File: src/rtl/renkon_pkg.sv
// rtl/renkon_pkg.sv - shared FSM state and descriptor-field encodings for layer_sched
// Purpose: single home for the scheduler state enum and the cfg_sel field codes,
//          so the scheduler and its descriptor table agree on field numbering.
// Ports:   none (package).
package renkon_pkg;

  typedef enum logic [2:0] {
    S_IDLE,
    S_LOAD,
    S_REQ,
    S_ACK_LO,
    S_RUN,
    S_NEXT
  } state_e;

  localparam logic [2:0] CFG_TOTAL_OUT = 3'd0;
  localparam logic [2:0] CFG_TOTAL_IN  = 3'd1;
  localparam logic [2:0] CFG_IMG_SIZE  = 3'd2;
  localparam logic [2:0] CFG_FIL_SIZE  = 3'd3;
  localparam logic [2:0] CFG_NET_WORDS = 3'd4;

  // Codes above CFG_NET_WORDS address no field and are silently ignored.
  function automatic logic cfg_sel_valid(input logic [2:0] sel);
    return sel <= CFG_NET_WORDS;
  endfunction

endpackage

File: src/rtl/layer_table.sv
// rtl/layer_table.sv - per-layer descriptor register file
// Purpose: MAXLAYER x 5-field table, one synchronous write port, one read port
//          whose address is registered (data valid one cycle after rd_layer).
// Ports:   clk; wr_en/wr_layer/wr_sel/wr_data write one field;
//          rd_layer read address; rd_* the five fields of the registered entry.
module layer_table
  import renkon_pkg::*;
#(
  parameter int LWIDTH   = 16,
  parameter int NETSIZE  = 14,
  parameter int MAXLAYER = 16,
  parameter int LAYERLOG = 4
) (
  input  logic                clk,
  input  logic                wr_en,
  input  logic [LAYERLOG-1:0] wr_layer,
  input  logic [2:0]          wr_sel,
  input  logic [LWIDTH-1:0]   wr_data,
  input  logic [LAYERLOG-1:0] rd_layer,
  output logic [LWIDTH-1:0]   rd_total_out,
  output logic [LWIDTH-1:0]   rd_total_in,
  output logic [LWIDTH-1:0]   rd_img_size,
  output logic [LWIDTH-1:0]   rd_fil_size,
  output logic [NETSIZE-1:0]  rd_net_words
);

  logic [LWIDTH-1:0]   total_out_mem [MAXLAYER];
  logic [LWIDTH-1:0]   total_in_mem  [MAXLAYER];
  logic [LWIDTH-1:0]   img_size_mem  [MAXLAYER];
  logic [LWIDTH-1:0]   fil_size_mem  [MAXLAYER];
  logic [NETSIZE-1:0]  net_words_mem [MAXLAYER];
  logic [LAYERLOG-1:0] rd_layer_q;

  // Contents are host-owned, so nothing here is reset. Registering the
  // address (not the data) means a write on the same edge is visible to the
  // read that follows it.
  always_ff @(posedge clk) begin
    rd_layer_q <= rd_layer;
    if (wr_en) begin
      case (wr_sel)
        CFG_TOTAL_OUT: total_out_mem[wr_layer] <= wr_data;
        CFG_TOTAL_IN:  total_in_mem[wr_layer]  <= wr_data;
        CFG_IMG_SIZE:  img_size_mem[wr_layer]  <= wr_data;
        CFG_FIL_SIZE:  fil_size_mem[wr_layer]  <= wr_data;
        CFG_NET_WORDS: net_words_mem[wr_layer] <= wr_data[NETSIZE-1:0];
        default: ;
      endcase
    end
  end

  assign rd_total_out = total_out_mem[rd_layer_q];
  assign rd_total_in  = total_in_mem[rd_layer_q];
  assign rd_img_size  = img_size_mem[rd_layer_q];
  assign rd_fil_size  = fil_size_mem[rd_layer_q];
  assign rd_net_words = net_words_mem[rd_layer_q];

endmodule

File: src/rtl/layer_sched.sv
// rtl/layer_sched.sv - layer-by-layer network run scheduler
// Purpose: walks num_layers descriptors, presents each layer's parameters and
//          ping-pong image / weight offsets, and handshakes each layer with the
//          core controller (req pulse, ack low, ack high).
// Ports:   clk, xrst (sync active-high); start/num_layers/in_base/buf_a/buf_b/
//          net_base run setup; cfg_* descriptor writes; core_req/core_ack core
//          handshake; total_out..net_addr current layer outputs; busy, done,
//          layer_idx, result_addr, cfg_err status.
module layer_sched
  import renkon_pkg::*;
#(
  parameter int LWIDTH   = 16,
  parameter int IMGSIZE  = 12,
  parameter int NETSIZE  = 14,
  parameter int MAXLAYER = 16,
  parameter int LAYERLOG = 4
) (
  input  logic                clk,
  input  logic                xrst,
  input  logic                start,
  input  logic [LAYERLOG:0]   num_layers,
  input  logic [IMGSIZE-1:0]  in_base,
  input  logic [IMGSIZE-1:0]  buf_a,
  input  logic [IMGSIZE-1:0]  buf_b,
  input  logic [NETSIZE-1:0]  net_base,
  input  logic                cfg_we,
  input  logic [LAYERLOG-1:0] cfg_layer,
  input  logic [2:0]          cfg_sel,
  input  logic [LWIDTH-1:0]   cfg_data,
  output logic                core_req,
  input  logic                core_ack,
  output logic [LWIDTH-1:0]   total_out,
  output logic [LWIDTH-1:0]   total_in,
  output logic [LWIDTH-1:0]   img_size,
  output logic [LWIDTH-1:0]   fil_size,
  output logic [IMGSIZE-1:0]  input_addr,
  output logic [IMGSIZE-1:0]  output_addr,
  output logic [NETSIZE-1:0]  net_addr,
  output logic                busy,
  output logic                done,
  output logic [LAYERLOG-1:0] layer_idx,
  output logic [IMGSIZE-1:0]  result_addr,
  output logic                cfg_err
);

  localparam logic [LAYERLOG:0] MAX_LAYERS = (LAYERLOG+1)'(MAXLAYER);

  state_e              state_q, state_d;
  logic [LAYERLOG-1:0] layer_idx_q, layer_idx_d;
  logic [LAYERLOG:0]   run_len_q, run_len_d;
  logic [NETSIZE-1:0]  acc_q, acc_d;
  logic [NETSIZE-1:0]  net_words_q, net_words_d;
  logic [LWIDTH-1:0]   total_out_q, total_out_d, total_in_q, total_in_d;
  logic [LWIDTH-1:0]   img_size_q, img_size_d, fil_size_q, fil_size_d;
  logic [IMGSIZE-1:0]  input_addr_q, input_addr_d, output_addr_q, output_addr_d;
  logic [IMGSIZE-1:0]  result_addr_q, result_addr_d;
  logic [NETSIZE-1:0]  net_addr_q, net_addr_d;
  logic                core_req_q, core_req_d, busy_q, busy_d;
  logic                done_q, done_d, cfg_err_q, cfg_err_d;

  logic                tbl_we;
  logic [LWIDTH-1:0]   tbl_total_out, tbl_total_in, tbl_img_size, tbl_fil_size;
  logic [NETSIZE-1:0]  tbl_net_words;
  logic                is_last;

  assign tbl_we  = cfg_we && (state_q == S_IDLE);
  assign is_last = ({1'b0, layer_idx_q} == (run_len_q - (LAYERLOG+1)'(1)));

  // Read address follows the next layer index so the entry is ready in S_LOAD.
  layer_table #(
    .LWIDTH(LWIDTH), .NETSIZE(NETSIZE), .MAXLAYER(MAXLAYER), .LAYERLOG(LAYERLOG)
  ) u_table (
    .clk         (clk),
    .wr_en       (tbl_we),
    .wr_layer    (cfg_layer),
    .wr_sel      (cfg_sel),
    .wr_data     (cfg_data),
    .rd_layer    (layer_idx_d),
    .rd_total_out(tbl_total_out),
    .rd_total_in (tbl_total_in),
    .rd_img_size (tbl_img_size),
    .rd_fil_size (tbl_fil_size),
    .rd_net_words(tbl_net_words)
  );

  always_comb begin
    state_d       = state_q;
    layer_idx_d   = layer_idx_q;
    run_len_d     = run_len_q;
    acc_d         = acc_q;
    net_words_d   = net_words_q;
    total_out_d   = total_out_q;
    total_in_d    = total_in_q;
    img_size_d    = img_size_q;
    fil_size_d    = fil_size_q;
    input_addr_d  = input_addr_q;
    output_addr_d = output_addr_q;
    net_addr_d    = net_addr_q;
    result_addr_d = result_addr_q;
    core_req_d    = 1'b0;
    done_d        = 1'b0;
    cfg_err_d     = cfg_err_q;

    if (cfg_we && state_q != S_IDLE && cfg_sel_valid(cfg_sel)) begin
      cfg_err_d = 1'b1;
    end

    case (state_q)
      S_IDLE: begin
        if (start) begin
          cfg_err_d = 1'b0;
          if (num_layers == '0) begin
            done_d = 1'b1;
          end else begin
            state_d     = S_LOAD;
            layer_idx_d = '0;
            acc_d       = '0;
            run_len_d   = (num_layers > MAX_LAYERS) ? MAX_LAYERS : num_layers;
          end
        end
      end
      S_LOAD: begin
        total_out_d   = tbl_total_out;
        total_in_d    = tbl_total_in;
        img_size_d    = tbl_img_size;
        fil_size_d    = tbl_fil_size;
        net_words_d   = tbl_net_words;
        input_addr_d  = (layer_idx_q == '0) ? in_base : output_addr_q;
        output_addr_d = layer_idx_q[0] ? buf_b : buf_a;
        net_addr_d    = net_base + acc_q;
        core_req_d    = 1'b1;
        state_d       = S_REQ;
      end
      S_REQ:    state_d = S_ACK_LO;
      S_ACK_LO: if (!core_ack) state_d = S_RUN;
      S_RUN:    if (core_ack) state_d = S_NEXT;
      S_NEXT: begin
        acc_d = acc_q + net_words_q;
        if (is_last) begin
          state_d       = S_IDLE;
          done_d        = 1'b1;
          result_addr_d = output_addr_q;
        end else begin
          layer_idx_d = layer_idx_q + LAYERLOG'(1);
          state_d     = S_LOAD;
        end
      end
      default: state_d = S_IDLE;
    endcase

    busy_d = (state_d != S_IDLE);
  end

  always_ff @(posedge clk) begin
    if (xrst) begin
      state_q       <= S_IDLE;
      layer_idx_q   <= '0;
      run_len_q     <= '0;
      acc_q         <= '0;
      net_words_q   <= '0;
      total_out_q   <= '0;
      total_in_q    <= '0;
      img_size_q    <= '0;
      fil_size_q    <= '0;
      input_addr_q  <= '0;
      output_addr_q <= '0;
      net_addr_q    <= '0;
      result_addr_q <= '0;
      core_req_q    <= 1'b0;
      busy_q        <= 1'b0;
      done_q        <= 1'b0;
      cfg_err_q     <= 1'b0;
    end else begin
      state_q       <= state_d;
      layer_idx_q   <= layer_idx_d;
      run_len_q     <= run_len_d;
      acc_q         <= acc_d;
      net_words_q   <= net_words_d;
      total_out_q   <= total_out_d;
      total_in_q    <= total_in_d;
      img_size_q    <= img_size_d;
      fil_size_q    <= fil_size_d;
      input_addr_q  <= input_addr_d;
      output_addr_q <= output_addr_d;
      net_addr_q    <= net_addr_d;
      result_addr_q <= result_addr_d;
      core_req_q    <= core_req_d;
      busy_q        <= busy_d;
      done_q        <= done_d;
      cfg_err_q     <= cfg_err_d;
    end
  end

  assign core_req    = core_req_q;
  assign busy        = busy_q;
  assign done        = done_q;
  assign cfg_err     = cfg_err_q;
  assign layer_idx   = layer_idx_q;
  assign total_out   = total_out_q;
  assign total_in    = total_in_q;
  assign img_size    = img_size_q;
  assign fil_size    = fil_size_q;
  assign input_addr  = input_addr_q;
  assign output_addr = output_addr_q;
  assign net_addr    = net_addr_q;
  assign result_addr = result_addr_q;

endmodule

File: config.mk
export PLATFORM = sky130hd
export DESIGN_NAME = layer_sched
export DESIGN_NICKNAME = d
export VERILOG_FILES = /design/src/rtl/renkon_pkg.sv /design/src/rtl/layer_table.sv /design/src/rtl/layer_sched.sv
export SDC_FILE = /design/constraint.sdc
export NUM_CORES = 2
export LEC_CHECK = 0
export BUFFER_PORTS_ARGS = -buffer_cell sky130_fd_sc_hd__buf_2
export CAP_MARGIN = 20
export CORE_MARGIN = 1
export CORE_UTILIZATION = 54
export CTS_CLUSTER_DIAMETER = 150
export DETAILED_ROUTE_END_ITERATION = 8
export PLACE_DENSITY = 0.76
export SLEW_MARGIN = 10
export SYNTH_ARGS = -nofsm -noshare
export SYNTH_HDL_FRONTEND = slang
export SYNTH_SLANG_ARGS = --single-unit
File: constraint.sdc
create_clock -name clk -period 3.7 [get_ports clk]
set_clock_uncertainty 0.2 [all_clocks]
set_input_delay 0.74 -clock clk [delete_from_list [all_inputs] [get_ports clk]]
set_output_delay 0.74 -clock clk [all_outputs]
set_load 0.03 [all_outputs]
==> impl_results.md <==
- Status: completed
- CP Cell Sequence: nor3_2 -> nand2_1 -> nor2_1 -> nand3b_1 -> nor2_1 -> buf_4
- CP Capture Type: flip-flop
- Starting Density: a little over half
- Rows: ~120
- Post-route ant nets: 0
- Gpl congestion: between 0.8 and 0.9
- # Post-CTS Setup Buffers: 0
- Synth cell types: 61
- Crit-path max cell delay: 0.61 ns
- Largest net degree at the start of global routing: 83
- Core ar.: between 90000 and 100000 µm²
- Peak supply drop: between 200 and 300 µV
- Slew @ Worst Pin: around 1.1 ns
- H-tree depth: 4
- Gate Count Post-Synth: approximately 2.5k
- Drt initial violations: about 3.4k
- Design area: slightly above 60000 µm²
- Die Width: roughly 320 µm
- Dpl cell area: between 50000 and 60000 µm²
- Die Y: 318 µm
- HP Class: in2reg
- Cell Pwr Density: between 500 and 600 nW/µm²
- DRC: 0
- Initial antenna violation count: 12
- Largest buffer count on any clock path: 3
- Fmax: approximately 0.31 GHz
- Post-synthesis sequential area ratio: about three quarters
- Clock root buffer: clkbuf_16
- Vias in the first global route: 28.5k
- Area Growth Syn to Fin: 14.7%
- CTS-repair resized insts: 0
- Final setup fails: 0
- Post-synth EDFFs: approximately 1.2k
- Synth Flop Type: edfxtp_1
- GRT overflow: 0
- Clock Pin Slew Worst Setup and Hold Paths: 0.06 ns
- # hold bufs at CTS: 0
- Filler cell count: about 6.4k
- Syn avg cell area: approximately 21 µm²
- TritonCTS clock tree: yes
- Crit path arrival time: between 3 and 4 ns
- WL per Instance: 30.2 µm
- Final Util: between 60% and 70%
- CP dominant cell by count: nor2_1
- Routed wire length: around 130000 µm
- Die Area: 101000 µm²
- First-pass GRT wire length: approximately 190000 µm
- Post-Syn Area: 54000 µm²
- CP max FO: 16
- Critical path startpoint category: flip-flop
- # port buffers: about 200
- RR Startpoint: state_q[1]
- GRT Resource Usage Total: between 20 and 30%
- Hold Startpoint: buf_a[11]
- Routed vias/inst: 6.48
- CP startpoint: state_q[1]
- Worst reg-to-reg setup slack: around 0.52 ns
- Worst-Skew Late Latency: 0.73 ns
- Final Worst Setup Slack: approximately 0.52 ns
- Syn nets: ~2.6k
- First-pass detailed-route iteration total: 8
- CP Data Required Time: 3.91 ns
- Unrepaired setup endpoints after global routing: false
- Asr flop ratio synth: 0%
- Setup WS pre-CTS: roughly 0.59 ns
- Post-Route Setup TNS: 0 ns
- Worst slew margin: between 20% and 30%
- CTS Buf Count: 140
- Synth Warn #: 0
- Final HPWL DP: just over 70000 µm
- Fin. Hold Viols: 0
- Io pins: around 200
- CP Class: reg2reg
- NumNets Final: between 2k and 3k
- Static Leakage: 20.0 nW
- Count of state elements after synthesis: between 1k and 1.5k
- Clk sink count: 1410
- Share of layout cells above drive strength 1: between 30% and 40%
- Slew Viols, Final: 0
- Routed vias: about 28k
- Final period util: 85.9%
- Crit-path slowest cell: nor3_2
- Max_cap viols: 0
- Time the worst path needs with I/O delays and setup: about 3.2 ns
-- final cells by class --
cell class                      instances  area, µm²  share of cell area [%]
Antenna cell                            2       5.00                 0.00807
Clock buffer                          183       3890                    6.28
Clock inverter                         79        777                    1.25
Inverter                               12       45.0                  0.0726
Multi-Input combinational cell        965      12600                    20.4
Sequential cell                      1410      40700                    65.7
Tap cell                             1287       1610                    2.60
Timing Repair Buffer                  344       2320                    3.75
-- where the power goes --
part | total (W) | switching, W | internal, W
clock network | 0.0143 | 0.00603 | 0.00825
logic | 0.00139 | 0.000987 | 0.000401
registers | 0.0176 | 0.000118 | 0.0175
-- routing by layer --
metal	global-route usage, %	wire [µm]
met2	43.0	65200
met1	34.5	48000
met3	4.97	12200
met5	0	61
met4	8.71	3750
-- Yosys cell counts (all sizes together) (13+ instances only) --
cell type,count,share of area [%]
clkbuf,80,0.56
nor3,13,0.13
nand3,13,0.12
a21oi,28,0.26
o21ai,24,0.22
mux2i,36,0.67
nor2,163,1.1
edfxtp,1248,69
a211oi,36,0.50
nand2,31,0.22
buf,54,0.70
dfxtp,162,6.0
a22o,89,1.4
ha,29,0.67
mux4,390,16
-- per-stage QoR --
step	hold WS, ns	power (W)	instances
2_1_floorplan	0.254	0.0186	2521
3_3_place_gp	0.236	0.0192	4016
3_5_place_dp	0.251	0.0193	4016
4_1_cts	0.109	0.0334	4278
5_1_grt	0.166	0.0341	4282
6_report	0.160	0.0333	4282
-- cell families after synthesis --
| family | Yosys count | share of synthesized area, % |
|---|---|---|
| DFF | 1410 | 75.4 |
| and+or+nand+nor | 260 | 2.12 |
| buffers and inverters | 146 | 1.34 |
| AOI/OAI and AO/OA | 225 | 3.14 |
| xor gates and xnor gates | 23 | 0.373 |
| adders and majority gates | 31 | 0.746 |
| muxes | 426 | 16.9 |
-- path summary, 6_finish.rpt --
path,end,cells after the start
worst max-delay path,u_table.img_size_mem[10][12],6
worst min-delay path,output_addr[11],3
worst max register to register,u_table.img_size_mem[10][12],6
worst min register to register,net_addr[2],2
-- sequential cells by signal, indices dropped and copies added, names as in the netlist, 16 cells and up --
register and flops:
u_table.net_words_mem 224, fil_size 16, total_in 16, total_out 16
img_size 16, u_table.total_out_mem 256, u_table.total_in_mem 256, u_table.img_size_mem 256
u_table.fil_size_mem 256
-- layout by cell type (no fill, tap or decap), drive strengths merged, types with 2 or more instances in the layout --
cell,instances
buf,344
a21oi,28
nand2,31
a31oi,5
a22oi,6
mux2i,36
ha,29
dfxtp,162
a2111oi,2
xor2,11
nor3b,5
bufinv,11
xnor2,12
clkinv,56
diode,2
o21ai,24
nand4,6
clkbuf,183
a21o,9
inv,18
and3,3
nor2b,6
clkinvlp,6
a211oi,36
nand3,13
nor2,163
nand2b,5
a22o,89
o21a,8
fa,2
nand3b,3
nor3,13
mux4,390
edfxtp,1248
or3,2
and2,3
o211ai,4
nor4b,2
-- worst max-delay path: cells and delay by family, from the launching register on --
| family | cells | cell delay [ns] |
|---|---|---|
| simple gates | 5 | 1.93 |
| flops | 1 | 0.38 |
| buf+inv | 1 | 0.32 |
Note: power is estimated with default switching activity, not from simulation.
